`src/rtl/if_fetch_unit.sv`:
```
// if_fetch_unit: PC owner and single-outstanding instruction fetch stage.
// Optional perf counters enabled by defining IF_PERF_CNT_EN.
module if_fetch_unit #(
   parameter logic [31:0] RESET_PC  = 32'h0000_0000,
   parameter logic [31:0] NOP_INSTR = 32'h0000_0000
) (
   input  logic        clk,
   input  logic        rst_n,
   input  logic        pc_write,
   input  logic        redirect,
   input  logic [31:0] redirect_target,
   output logic        imem_req,
   output logic [31:0] imem_addr,
   input  logic        imem_rvalid,
   input  logic [31:0] imem_rdata,
   output logic [31:0] Instruction_out,
   output logic [31:0] PCplus4_out,
   output logic        fetch_valid,
`ifdef IF_PERF_CNT_EN
   output logic [31:0] perf_fetch_cnt,
   output logic [31:0] perf_stall_cnt,
`endif
   output logic        Flush
);

   typedef enum logic [1:0] {
      S_IDLE,
      S_FETCH,
      S_WAIT,
      S_HOLD
   } state_t;

   state_t      r_state;
   state_t      w_state_nxt;
   logic [31:0] r_pc;
   logic [31:0] w_pc_nxt;
   logic [31:0] r_instr;
   logic [31:0] w_instr_nxt;
   logic [31:0] r_pcp4;
   logic [31:0] w_pcp4_nxt;
   logic        r_valid;
   logic        w_valid_nxt;
   logic        r_kill;
   logic        w_kill_nxt;
   logic [31:0] w_target;
   logic [31:0] w_pc_plus4;
   logic        w_outstanding;

   assign w_target   = redirect_target & ~32'd3;
   assign w_pc_plus4 = r_pc + 32'd4;

   // A request is in flight if it issues now or is still awaiting its response.
   assign w_outstanding = (r_state == S_FETCH) ||
                          ((r_state == S_WAIT) && !imem_rvalid);

   assign imem_req        = (r_state == S_FETCH);
   assign imem_addr       = r_pc;
   assign Instruction_out = r_instr;
   assign PCplus4_out     = r_pcp4;
   assign fetch_valid     = r_valid;
   assign Flush           = redirect;

   // Next-state logic: fetch sequencing, then redirect overrides everything.
   always_comb begin
      w_state_nxt = r_state;
      w_pc_nxt    = r_pc;
      w_instr_nxt = r_instr;
      w_pcp4_nxt  = r_pcp4;
      w_valid_nxt = r_valid;
      w_kill_nxt  = r_kill;

      unique case (r_state)
         S_IDLE: begin
            w_state_nxt = S_FETCH;
         end
         S_FETCH: begin
            w_state_nxt = S_WAIT;
         end
         S_WAIT: begin
            if (imem_rvalid) begin
               if (r_kill) begin
                  w_kill_nxt  = 1'b0;
                  w_state_nxt = S_FETCH;
               end else begin
                  w_instr_nxt = imem_rdata;
                  w_pcp4_nxt  = w_pc_plus4;
                  w_valid_nxt = 1'b1;
                  w_state_nxt = S_HOLD;
               end
            end
         end
         S_HOLD: begin
            if (pc_write) begin
               w_valid_nxt = 1'b0;
               w_pc_nxt    = w_pc_plus4;
               w_instr_nxt = NOP_INSTR;
               w_pcp4_nxt  = 32'd0;
               w_state_nxt = S_FETCH;
            end
         end
         default: begin
            w_state_nxt = S_IDLE;
         end
      endcase

      if (redirect) begin
         w_pc_nxt    = w_target;
         w_valid_nxt = 1'b0;
         w_instr_nxt = NOP_INSTR;
         w_pcp4_nxt  = 32'd0;
         if (w_outstanding) begin
            w_kill_nxt  = 1'b1;
            w_state_nxt = S_WAIT;
         end else begin
            w_kill_nxt  = 1'b0;
            w_state_nxt = S_FETCH;
         end
      end
   end

   // State, PC and output buffer registers.
   always_ff @(posedge clk or negedge rst_n) begin
      if (!rst_n) begin
         r_state <= S_IDLE;
         r_pc    <= RESET_PC;
         r_instr <= NOP_INSTR;
         r_pcp4  <= 32'd0;
         r_valid <= 1'b0;
         r_kill  <= 1'b0;
      end else begin
         r_state <= w_state_nxt;
         r_pc    <= w_pc_nxt;
         r_instr <= w_instr_nxt;
         r_pcp4  <= w_pcp4_nxt;
         r_valid <= w_valid_nxt;
         r_kill  <= w_kill_nxt;
      end
   end

`ifdef IF_PERF_CNT_EN
   logic [31:0] r_fetch_cnt;
   logic [31:0] r_stall_cnt;
   logic        w_consume;
   logic        w_stall;

   assign w_consume = (r_state == S_HOLD) && pc_write && !redirect;
   assign w_stall   = r_valid && !pc_write;

   assign perf_fetch_cnt = r_fetch_cnt;
   assign perf_stall_cnt = r_stall_cnt;

   // Consumed-word and stalled-cycle counters, free-running with wrap.
   always_ff @(posedge clk or negedge rst_n) begin
      if (!rst_n) begin
         r_fetch_cnt <= 32'd0;
         r_stall_cnt <= 32'd0;
      end else begin
         if (w_consume) begin
            r_fetch_cnt <= r_fetch_cnt + 32'd1;
         end
         if (w_stall) begin
            r_stall_cnt <= r_stall_cnt + 32'd1;
         end
      end
   end
`else
`endif

endmodule

```
`config.mk`:
```
export PLATFORM = sky130hd
export DESIGN_NAME = if_fetch_unit
export DESIGN_NICKNAME = d
export VERILOG_FILES = /design/src/rtl/if_fetch_unit.sv
export SDC_FILE = /design/constraint.sdc
export NUM_CORES = 1
export LEC_CHECK = 0
export CORE_ASPECT_RATIO = 1.2
export CORE_MARGIN = 1.5
export CORE_UTILIZATION = 40
export DETAILED_ROUTE_END_ITERATION = 7
export HOLD_SLACK_MARGIN = 0.02
export PLACE_DENSITY = 0.73
export RECOVER_POWER = 50
export SLEW_MARGIN = 20
export SYNTH_ARGS = -nofsm -noshare
export SYNTH_HDL_FRONTEND = slang
export SYNTH_SLANG_ARGS = --single-unit
export TNS_END_PERCENT = 10
```
`constraint.sdc`:
```
create_clock -name clk -period 2.1 [get_ports clk]
set_clock_uncertainty 0.2 [all_clocks]
set_input_delay 0.42 -clock clk [delete_from_list [all_inputs] [get_ports clk]]
set_output_delay 0.42 -clock clk [all_outputs]
set_load 0.05 [all_outputs]
```
# After elaboration in Yosys (flattened, before gate mapping)
# Cells that the tools add are included.
# W data, S select, Z words.
[totals] ff_bits=100 inputBits=69 out_inout_bits=99 elab_cells=53
[classes] n_addsub=1 eq_ne=6 muxes=27 reduce_logical=13
[op_table] op="$mux W32" n=10
[op_table] op="$pmux W32 S2" n=2
[op_table] op="$add A32 B3 Y32 const B" n=1
[op_table] op="$mux W2" n=5
[op_table] op="$ne A3 B3 Y1 const B" n=3
[op_table] op="$mux W1" n=8
[op_table] op="$pmux W2 S4" n=1
[op_table] op="$reduce_bool A2 Y1" n=4
[op_table] op="$reduce_and A2 Y1" n=3
[op_table] op="$eq A2 B2 Y1 const B" n=2
[op_table] op="$reduce_and A4 Y1" n=1
[op_table] op="$reduce_bool A3 Y1" n=1
[op_table] op="$eq A2 B1 Y1 const B" n=1
[op_table] op="$logic_not A2 Y1" n=1
[op_table] op="$pmux W1 S2" n=1
[op_table] op="$logic_and A1 B1 Y1" n=1
[op_table] op="$logic_not A1 Y1" n=1
[op_table] op="$logic_or A1 B1 Y1" n=1

# Longest topological paths before layout
# Gate-level depths: netlist of run 1.
[depth] ltp_word=5 mapped_depth=7 ltp_nobuf=7

# Least setup slack after synthesis of run 1
# Ideal clock, no wire load.
[synth_path] kind="register -> register" startpoint="register r_pc[2] (netlist: imem_addr[2])" endpoint="register r_pc[30] (netlist: imem_addr[30])" setup_ns=0.125 arrival_time_ns=1.979 required_ns=1.775 setup_slack_ns=-0.204 path_stages_with_launch=7 n_path_buf=0 period_less_slack_ns=2.304 path_cell_list="dfrtp_1 ha_1 nand3_1 nor3_1 nand4_1 xnor2_1 mux2_2"
[synth_between] elab_chain_len=4
[synth_rtl] item="from (decl)" line_no="35" source="logic [31:0] r_pc;"
[synth_rtl] item="from (signal assigned)" line_no="132" source="r_pc <= w_pc_nxt;"
[synth_rtl] item="$add A32 B3 Y32" line_no="50" source="assign w_pc_plus4 = r_pc + 32'd4;"
[synth_rtl] item="$mux W32" line_no="93" source="if (pc_write) begin"
[synth_rtl] item="$mux W32" line_no="72" source="unique case (r_state)"
[synth_rtl] item="$mux W32" line_no="106" source="if (redirect) begin"
# No other way between the ends. The select of a mux whose other input is x is not followed.
# A chain may end at the register's enable or synchronous reset.

# Worst setup path after layout of run 1
[layout_path] startpoint="register r_pc[11] (netlist: imem_addr[11])" endpoint="register r_pcp4[31] (netlist: PCplus4_out[31])"
[layout_between] elab_chain_len=5
[layout_rtl] item="$add A32 B3 Y32" line_no="50"
[layout_rtl] item="$mux W32" line_no="81" source="if (r_kill) begin"
[layout_rtl] item="$mux W32" line_no="80" source="if (imem_rvalid) begin"
[layout_rtl] item="$pmux W32 S2" line_no="72"
[layout_rtl] item="$mux W32" line_no="106"
[layout_rtl] item="to (signal assigned)" line_no="134" source="r_pcp4 <= w_pcp4_nxt;"
[layout_rtl] item="to (decl)" line_no="39" source="logic [31:0] r_pcp4;"
# No other way between the ends. The select of a mux whose other input is x is not followed.

==> run metrics, run 1 <==
WP data arrival=1.98 ns; Final Worst Setup Slack=0.148 ns; worst hold path type=flip-flop to flip-flop; I/O Pins=168; Iter 0 DRT Violations=~190; top-count cell post-synth=dfrtp_1; largest cells by area after synthesis=dfrtp_1, xor2_1, nand2_1, a22o_1, o21ai_1; Final setup viols=0; status=finished, final reports clean; Avg Inst Size Synth=between 9 and 10 um2; Congestion Overflow GR=0; number of flops mapped to enable cells by yosys=0; Setup crit start=imem_addr[11]; H-tree levels=3; crit end category=flip-flop; Hold Violations, Final=0; RSZ-0062 raised after global routing=no; PD cells=857 nW/um2; yosys warns=0; Placer Congestion=around 0.84; Filler cells=1057; Critical Path Fanout Max=13; Post-layout nets=723; max-slew violations=0; Netlist cell types=40; area grow syn2layout=41.5%; Clock Path Buffers=2; Final min period=1.95 ns; Core ar.=around 12000 um2; DR WL/cell=16.4 um; Routed Antenna Nets=0; Mapped Area=between 4000 and 5000 um2; worst r2r src=imem_addr[11]; hpwl dp=9830 um; CTS tree=yes; IO Port Bufs=163; Clock Sinks=97; final core occ=58.1%; share of post-route cells with drive strength above 1=about 18%; Initial Util=41.0%; CP startpoint kind=flip-flop; period utilization=93.0%; Chip Height=122 um; # rows=between 40 and 50; post-synth top area cell=dfrtp_1; WS Path Type=flip-flop to flip-flop; routed wire length=13300 um; FFs w/ async S/R, synth=100%; initial antenna violation count=0; Hold WS=0.284 ns; # diodes=0; Slew HR=39.9%; full die area=about 12000 um2; worst-margin pin slew=0.902 ns; top cells by instance count after synthesis=dfrtp_1, nand2_1, xor2_1; Worst path max stage delay=0.54 ns; ys flop type=dfrtp_1; synthesized instance count=roughly 480; vias per inst=approximately 5.1; root buf cell=clkbuf_16; synthesis-stage register bit count=97; Worst EP required=between 2 and 2.5 ns; CTS clk-pin slew, worst paths=0.07 ns; CTS Buf Count=9; Hold Crit Start=PCplus4_out[13]; worst vdd ir=378 uV; via count=between 4k and 5k; clock insertion delay at the later pin of the skew report=0.35 ns; pre-CTS setup slack=-0.147 ns; first-pass GRT wire length=approximately 21000 um; Total GRT Usage=21.7%; Leak=approximately 2.9 nW; Die W=102 um; critical-path cell list=nand4_4 > nor3_4 > buf_4 > nand4_1 > xor2_1 > o21ai_1; max-cap violations=0; via count of the first global-routing pass=4071; Worst path slowest cell=dfrtp_1; pin count of the biggest net entering global routing=65; DRT Pass-1 Iters=4; DRC Markers=0; post-synth top area share=51.4%; f_max=512 MHz; sequential element share of the synthesized area=51.4%
[placed cells by master (no fill, tap or decap), types with 5 or more instances in the layout]
cell type        synthesis  final
dfrtp_1                 97     93
inv_1                    5      5
nand2_1                 81     81
nand3_1                 26     26
clkdlybuf4s50_1          0     64
a22o_1                  33     33
buf_4                    7     68
and3_1                   8      8
buf_12                   0     11
clkbuf_1                13     48
xnor2_1                 19     19
nor2_1                  14     13
o21ai_1                 36     36
nand4_1                 15     15
dlygate4sd2_1            0      6
xor2_1                  38     38
nor3_1                   7      7
a21oi_1                  5      5
clkbuf_16                0      9
o21ai_0                 23     23
[path summary, 6_finish.rpt]
check	cells after the start	to	slack (ns)
worst max register to register	6	PCplus4_out[31]	0.15
worst min register to register	2	PCplus4_out[13]	0.28
worst max-delay path	6	PCplus4_out[31]	0.15
worst min-delay path	2	PCplus4_out[13]	0.28
min in group asynchronous	2	imem_addr[22]	0.54
max in group asynchronous	3	imem_addr[3]	0.45
[sequential cells by signal (all words and copies together), names as in the netlist]
signal	count
r_state	2
PCplus4_out	31
r_kill	1
fetch_valid	1
Instruction_out	32
imem_addr	30
[cells by family after synthesis]
family,after synthesis,synth area share [%]
AOI/OAI and AO/OA,100,13.7
adders and majority gates,4,1.06
and+or+nand+nor,171,18.2
other,1,0.0794
buffers and inverters,42,4.32
muxes,3,0.689
DFF,97,51.4
xor gates and xnor gates,57,10.6
[metal layers]
metal | up-vias | global-route usage [%] | share of wire (%) | wire, um
met3 | 17 | 4.53 | 7.0 | 937
met2 | 142 | 37.2 | 50 | 6630
met4 | 0 | 6.51 | 1.7 | 225
met5 | - | 0 | 0 | 0
li1 | 2000 | - | - | -
met1 | 1968 | 27.3 | 42 | 5550
[worst max-delay path: cells and delay by family (launching register included)]
kind	cells	cell delay (ns)
AOI/OAI and AO/OA	1	0.09
xor gates and xnor gates	1	0.21
buffers and inverters	1	0.23
DFF	1	0.54
and+or+nand+nor	3	0.56
[metrics by stage]
stage	total power [mW]	area, um2	setup TNS [ns]	cells
3_3_place_gp	4.11	6550	-1.98	794
5_1_grt	5.98	6690	0	812
6_report	5.73	6690	0	812
2_1_floorplan	3.33	4730	-0.0267	476
4_1_cts	5.82	6860	0	811
3_5_place_dp	4.15	6550	-4.09	794
[cell type report]
| cell class | instances | area (um2) | share of cell area [%] |
|---|---|---|---|
| flip-flops and latches | 97 | 2430 | 36.4 |
| clock inverters | 7 | 77.6 | 1.16 |
| clock buffers | 9 | 225 | 3.37 |
| well taps | 157 | 196 | 2.94 |
| multi-input cells | 337 | 2110 | 31.6 |
| repair buffers | 200 | 1620 | 24.3 |
| inverters | 5 | 18.8 | 0.281 |
[where the power goes]
| part | switching (mW) | leakage [nW] | internal, mW |
|---|---|---|---|
| Sequential | 0.183 | 1.29 | 2.03 |
| Clock | 0.739 | 0.146 | 0.933 |
| Combinational | 1.18 | 1.47 | 0.671 |
[timing repair]
item                                    4_1_cts  5_1_grt
endpoints found under the setup margin        6       13
hold buffers                                  1        0
pin swaps                                     0        1
buffers inserted                              0        1
gates resized for setup                       6        2
endpoints found under the hold margin        30        0
No activity file was read; power rests on OpenSTA's default activity.
==> run 2, diff against run 1 <==
Settings changed: SKIP_CTS_REPAIR_TIMING from default to 1.
==> run 2 against run 1 <==
Combinational power hardly changed. Critical path depth fell by 1. First-iteration DRC count shrank 1.6%. Cell area grew 0.32%. Critical path type unchanged. Flip-flop and latch count unchanged. Final cell count fell by 0.12%. Die area unchanged. Sequential share of layout area hardly changed. Worst hold slack better by 0.00070 ns.
==> run metrics, run 2 (synthesized netlist as in run 1, its figures left out) <==
commonest non-fill, non-tap cell in the layout=dfrtp_1; max-cap violations=0; Critical Path Fanout Max=7; Top delay family on crit path=simple AND/OR/NAND/NOR gates; worst r2r src=imem_addr[13]; dpl cell area=6550 um2; I/O Pins=168; Post-layout nets=722; non-filler instance count after layout=811; Routed Antenna Nets=0; full die area=around 12000 um2; clock insertion delay at the later pin of the skew report=0.35 ns; worst reg-to-reg setup slack=between 0.1 and 0.15 ns; f_max=511 MHz; first-pass GRT wire length=20900 um; WP data arrival=1.97 ns; worst-case reg-to-reg path depth=5; Initial Util=approximately 41%; Critical path buffers and inverters=0; worst vdd ir=about 380 uV; worst-margin pin slew=roughly 0.90 ns; IO Port Bufs=roughly 160; share of post-route cells with drive strength above 1=between 10% and 20%; max reg flops=32; hold depth=2; initial antenna violation count=0; area grow syn2layout=41.9%; # diodes=0; pre-CTS setup slack=-0.147 ns; period utilization=between 90% and 100%; CP startpoint kind=flip-flop; Final min period=1.96 ns; status=finished, final reports clean; design area=6710 um2; Slew HR=39.8%; worst hold path type=flip-flop to flip-flop; Final Worst Setup Slack=0.144 ns; Chip Height=122 um; Worst path slowest cell=dfrtp_1; Leak=2.98 nW; crit end category=flip-flop; PD cells=856 nW/um2; max-slew violations=0; routed wire length=between 10000 and 15000 um; Core ar.=~12000 um2; WS Path Type=flip-flop to flip-flop; DRT Pass-1 Iters=4; CTS Buf Count=9; vias per inst=5.10; Die W=102 um; Clock Path Buffers=2; CTS tree=yes; via count of the first global-routing pass=between 4k and 5k; Hold Violations, Final=0; DR WL/cell=16.5 um; Iter 0 DRT Violations=around 180; Fin Setup TNS=0 ns; Placer Congestion=0.837; pin count of the biggest net entering global routing=65; reg2reg end=imem_addr[22]; CTS clk-pin slew, worst paths=0.07 ns; Hold Crit Start=PCplus4_out[13]; Clock Sinks=97; Congestion Overflow GR=0; # rows=43; Total GRT Usage=21.7%; hpwl dp=9830 um; Worst path max stage delay=a little under 0.5 ns; Hold EP=PCplus4_out[13]; placed cell count=794; Worst EP required=2.11 ns; Final setup viols=0; H-tree levels=3; commonest non-fill, non-tap cells in the layout=dfrtp_1, nand2_1, buf_4; root buf cell=clkbuf_16; critical-path cell list=nand4_4 > nor4b_4 > nand3_1 > xor2_1 > o21ai_1; DRC Markers=0; via count=4138; final core occ=58.2%
## run 2: cell types whose count changed in the layout (fill, tap and decap cells not counted)
cell / before / now
buf_4: 68 / 67
dfrtp_1: 93 / 88
dfrtp_2: 4 / 9
dlygate4sd2_1: 6 / 0
dlymetal6s2s_1: 0 / 6
## run 2: where the power goes
group | leakage (nW) | internal (mW) | switching, mW
Clock | 0.146 | 0.933 | 0.737
Sequential | 1.28 | 2.03 | 0.183
Combinational | 1.55 | 0.676 | 1.18
## run 2: worst max-delay path by stage
stage | start | end | cells past startpoint
after global placement | pc_write | imem_addr[9] | 7
final | imem_addr[13] | imem_addr[22] | 5
after global routing | r_state[1] | imem_addr[8] | 6
after floorplan | imem_addr[20] | imem_addr[30] | 6
after detailed placement | pc_write | imem_addr[9] | 7
after CTS | Instruction_out[8] | Instruction_out[8] | 1
## run 2: worst min-delay path, stage by stage (launching register included)
cell and delay (ns):
dfrtp_1 0.34, nand2_1 0.05, o21ai_0 0.06
## run 2: area by class of cell
| cell class | count | area (um2) |
|---|---|---|
| multi-input cells | 337 | 2110 |
| well taps | 157 | 196 |
| clock buffers | 9 | 225 |
| fillers | 1050 | 4810 |
| inverters | 5 | 18.8 |
| repair buffers | 199 | 1640 |
| clock inverters | 7 | 77.6 |
| flip-flops and latches | 97 | 2440 |
## run 2: metal layers
metal | share of wire [%] | global-route usage, % | wire length [um]
met5 | 0 | 0 | 0
met4 | 1.6 | 6.51 | 215
met3 | 7.2 | 4.53 | 959
met2 | 50 | 37.2 | 6690
met1 | 41 | 27.3 | 5520
## run 2: metrics by stage
step                power, mW  hold WS, ns
finish                   5.74        0.284
global route             5.99        0.314
CTS                      5.82       -0.163
detailed placement       4.15        0.202
global placement         4.11        0.192
floorplan                3.33      -0.0756
